==> config.mk <==
export PLATFORM = sky130hd
export DESIGN_NAME = int_controller
export DESIGN_NICKNAME = d
export VERILOG_FILES = /design/src/rtl/int_controller.sv
export SDC_FILE = /design/constraint.sdc
export NUM_CORES = 1
export LEC_CHECK = 0
export ABC_AREA = 1
export ABC_CLOCK_PERIOD_IN_PS = 1500
export BUFFER_PORTS_ARGS = -buffer_cell sky130_fd_sc_hd__buf_2
export CORE_MARGIN = 1.5
export CORE_UTILIZATION = 46
export DETAILED_ROUTE_END_ITERATION = 10
export PLACE_DENSITY = 0.82
export SLEW_MARGIN = 25
export SYNTH_ARGS = -nofsm -noshare
export SYNTH_HDL_FRONTEND = slang
export SYNTH_SLANG_ARGS = --single-unit
==> constraint.sdc <==
create_clock -name clk -period 1.5 [get_ports clk]
set_clock_uncertainty 0.05 [all_clocks]
set_input_delay 0.075 -clock clk [delete_from_list [all_inputs] [get_ports clk]]
set_output_delay 0.075 -clock clk [all_outputs]
set_load 0.02 [all_outputs]
==> src/rtl/int_controller.sv <==
// Vectored interrupt controller: edge-detects four completion lines, latches them as pending
// requests and hands the highest-priority one to the processor through a REQ/SERVICE handshake.
module int_controller #(
    parameter logic [31:0] BASE_ADDR = 32'h00000100,
    parameter logic [31:0] STRIDE    = 32'h00000010
) (
    input  logic        clk,
    input  logic        reset,
    input  logic [3:0]  done,
    input  logic        int_ack,
    input  logic        int_done,
    output logic        interrupt,
    output logic [31:0] int_addr,
    output logic [3:0]  pending,
    output logic        busy,
    output logic [7:0]  irq_count
);

    typedef enum logic [1:0] {
        StIdle    = 2'b00,
        StReq     = 2'b01,
        StService = 2'b10
    } state_e;

    state_e      state_q, state_d;
    logic [3:0]  done_q;
    logic [3:0]  rise;
    logic [3:0]  pending_q, pending_d;
    logic [3:0]  clr_mask;
    logic [1:0]  cur_id_q, cur_id_d;
    logic [1:0]  first_id;
    logic [7:0]  irq_count_q, irq_count_d;
    logic        interrupt_q;

    assign rise = done & ~done_q;

    always_comb begin
        if (pending_q[0])      first_id = 2'd0;
        else if (pending_q[1]) first_id = 2'd1;
        else if (pending_q[2]) first_id = 2'd2;
        else                   first_id = 2'd3;
    end

    always_ff @(posedge clk) begin
        if (reset) begin
            state_q     <= StIdle;
            done_q      <= 4'b1111;  // lines already high at release must not fire
            pending_q   <= 4'b0000;
            cur_id_q    <= 2'd0;
            irq_count_q <= 8'd0;
            interrupt_q <= 1'b0;
        end else begin
            state_q     <= state_d;
            done_q      <= done;
            pending_q   <= pending_d;
            cur_id_q    <= cur_id_d;
            irq_count_q <= irq_count_d;
            interrupt_q <= (state_d == StReq);
        end
    end

    always_comb begin
        state_d     = state_q;
        cur_id_d    = cur_id_q;
        irq_count_d = irq_count_q;
        clr_mask    = 4'b0000;
        unique case (state_q)
            StIdle: begin
                if (|pending_q) begin
                    state_d  = StReq;
                    cur_id_d = first_id;
                end
            end
            StReq: begin
                // int_ack has priority over a simultaneous int_done
                if (int_ack) begin
                    state_d            = StService;
                    clr_mask[cur_id_q] = 1'b1;
                    if (irq_count_q != 8'hFF) irq_count_d = irq_count_q + 8'd1;
                end
            end
            StService: begin
                if (int_done) state_d = StIdle;
            end
            default: state_d = StIdle;
        endcase
        // A fresh edge on the source being cleared keeps its pending bit set
        pending_d = (pending_q & ~clr_mask) | rise;
    end

    always_comb begin
        busy     = (state_q != StIdle);
        int_addr = busy ? (BASE_ADDR + {30'd0, cur_id_q} * STRIDE) : 32'd0;
    end

    assign interrupt = interrupt_q;
    assign pending   = pending_q;
    assign irq_count = irq_count_q;

endmodule
==> metrics.md <==
| Metric | Value |
|---|---|
| Setup crit start kind | register |
| Clk slew on worst S/H paths | roughly 110 ps |
| Fin util | 0.524 |
| PortBufs | 24 |
| Mean post-synth cell area | roughly 7.4 um^2 |
| CP most frequent cell | nand2_1 |
| Peak supply drop | roughly 0.53 mV |
| Initial Util | 0.483 |
| R2r setup slk | 110 ps |
| Antenna-violating nets left | 0 |
| Top cell type's share of synthesized area | 0.351 |
| Post-synthesis async set-or-reset flop share | 0 |
| H-tree depth | 1 |
| Die width | between 50 and 60 um |
| Core Footprint | approximately 0.0025 mm^2 |
| Setup_tns | 0 ps |
| Switch share | 0.334 |
| Clock latency on the worst-skew pair | 300 ps |
| Clock network fraction of total power | 0.238 |
| Seq/Total Area, Yosys | 0.351 |
| Critical hold path startpoint | int_done |
| CP Data Arrival Time | about 1500 ps |
| Total Routing Usage GR | 0.154 |
| Worst slack, placed | between 90 and 100 ps |
| Gate Count Post-Synth | between 150 and 200 |
| RePlAce Congestion | between 0.7 and 0.8 |
| Area Growth Syn to Fin | 8.47% |
| # DRC | 0 |
| Number of DRC markers in iteration 0 | 19 |
| # diodes | 0 |
| Worst Path Max Fanout | 8 |
| Slew Limit Fails | 0 |
| Post-DR vias/cell | approximately 4.4 |
| Number of synthesized flops with an enable pin | 0 |
| Via Count | just under 1k |
| Most frequent cell after synthesis | nand2_1 |
| Routed len/inst | ~9.3 um |
| Number of buffers created by CTS | 3 |
| WP data required | around 1600 ps |
| Clk buf depth | 2 |
| Worst Hold Depth | 3 |
| CP Buf/Inv Count | 1 |
| TritonCTS clock tree | yes |
| Tcrit/Tclk final | 0.927 |
| Final nets | approximately 200 |
| Setup crit start | irq_count[1] |
| Mapped Area | between 0.001 and 0.0015 mm^2 |
| Worst r2r src | irq_count[1] |
| RSZ-0062 raised after global routing | no |
| Synth warn | 0 |
| Seq pwr share | 0.541 |
| Vias in the first global route | between 800 and 900 |
| Full die area | approximately 0.003 mm^2 |
| Synth area leaders | dfxtp_1, buf_4, nand2_1 |
| Largest net degree at the start of global routing | 18 |
| Post CTS Setup Buffer Count | 0 |
| Initial antenna violation count | 0 |
| Kind of critical path | reg -> reg |
| WP depth | 8 |
| Max incr delay on CP | around 400 ps |
| Worst Hold Class | in -> reg |
| Post-layout minimum cycle time | approximately 1400 ps |
| Post-Route WL | 2050 um |
| Combinational Power Share | 0.221 |
| Fmax | 0.719 GHz |
| Total grt overflow | 0 |
| Post-DP HPWL | 1510 um |
| Root Buffer | clkbuf_4 |
| Clock sink total | 21 |
| Largest area contributor in the netlist | dfxtp_1 |
| Synth cell count leaders | nand2_1, buf_4, dfxtp_1, inv_1, nor2_1 |
| Leakage | 0.000664 uW |
| Layout cells sized above 1 | 0.236 |
| Crit. End Element | register |
| Row count | 18 |
| Die Y | between 50 and 60 um |
| First-pass GRT wire length | ~3200 um |
| PnR worst setup slack | 110 ps |
| Main flop type after synthesis | dfxtp_1 |
| CP cell instances | ha_1 > nand2_1 > nor2_4 > nand2_2 > nand2_4 > inv_2 > nand2_1 > a21oi_2 |
| Switching power | approximately 380 uW |
| Final Hold Viols | 0 |
| Yosys cell types | 24 |
| Drt first pass iters | 4 |
| Power Internal | approximately 750 uW |
| Critical-path top delay cell | dfxtp_1 |
| Final Setup Violations | 0 |
| Max_cap viols | 0 |
| Yosys reg bits | 21 |
| Power Dens Cells | slightly below 900 mW/mm^2 |
| Status | complete, no violations |
| CP top delay family | simple AND/OR/NAND/NOR gates |
| IO Pins | 54 |
| FF-to-FF path depth | 8 |
## per-stage QoR
step / instance area, um^2 / std cells / power (uW) / hold WS (ps)
after floorplan: 1300 / 190 / 870 / 94.1
after global placement: 1230 / 213 / 858 / 226
after detailed placement: 1230 / 213 / 864 / 229
after CTS: 1300 / 221 / 1140 / 23.9
after global routing: 1300 / 221 / 1200 / 23.2
final: 1300 / 221 / 1130 / 26.5
## worst register-to-register path, cell delays in order (launching register included)
cell     delay, ps
dfxtp_1        400
ha_1           200
nand2_1         90
nor2_4         130
nand2_2         90
nand2_4        100
inv_2           80
nand2_1         90
a21oi_2         50
## cells by family (layout without fill, tap and decap cells)
kind of cell	after synthesis	count (layout)	share of synthesized area
and+or+nand+nor	65	65	0.254
buffers and inverters	51	52	0.255
DFF	21	21	0.351
AOI/OAI and AO/OA	20	20	0.104
xor gates and xnor gates	3	3	0.0220
adders and majority gates	1	1	0.0105
other	1	29	0.00314
## registers in the layout, summed over array words and instances (netlist names)
signal,cells
interrupt,1
done_q,4
state_q,2
cur_id_q,2
irq_count,8
pending,4
## final cells by class
cell class	count	area (um^2)
tap	30	37.5
multi-input combinational	118	576
clock buffer	3	22.5
sequential	21	422
clock inverter	1	5.00
fill	239	1180
timing repair buffer	28	160
inverter	20	75.1
## layer usage
layer	up-vias	share of wire	track usage
li1	498	-	-
met1	433	0.42	0.180
met2	45	0.49	0.258
met3	5	0.063	0.0194
met4	0	0.026	0.113
met5	-	0	0
## power groups by stage
stage,Sequential (uW),Clock (uW),Combinational [uW]
after detailed placement,624,0,240
after global routing,617,305,278
final,612,270,250
after CTS,611,277,248
after global placement,623,0,235
after floorplan,637,0,233
## final timing paths
kind	end
max	irq_count[2]
min	state_q[1]
max reg2reg	irq_count[2]
min reg2reg	pending[0]
## layout by cell type (no fill, tap or decap), types with 2 or more instances in the layout
master / Yosys / final
a21oi_1: 9 / 9
a21oi_2: 5 / 5
dlygate4sd3_1: 0 / 4
inv_1: 19 / 19
o21ai_0: 4 / 4
nand2_1: 34 / 34
nand3_1: 6 / 6
dfxtp_1: 21 / 20
or2_2: 4 / 4
xor2_1: 3 / 3
nor2_1: 13 / 13
conb_1: 1 / 29
buf_2: 1 / 24
nand2_2: 2 / 2
clkbuf_4: 0 / 3
## timing repair
item / in CTS / in global routing
hold buffers: 4 / 0
hold endpoints to repair: 7 / 0
resized for setup: 0 / 1
setup endpoints to repair: 0 / 7
No activity file was read; power rests on OpenSTA's default activity.
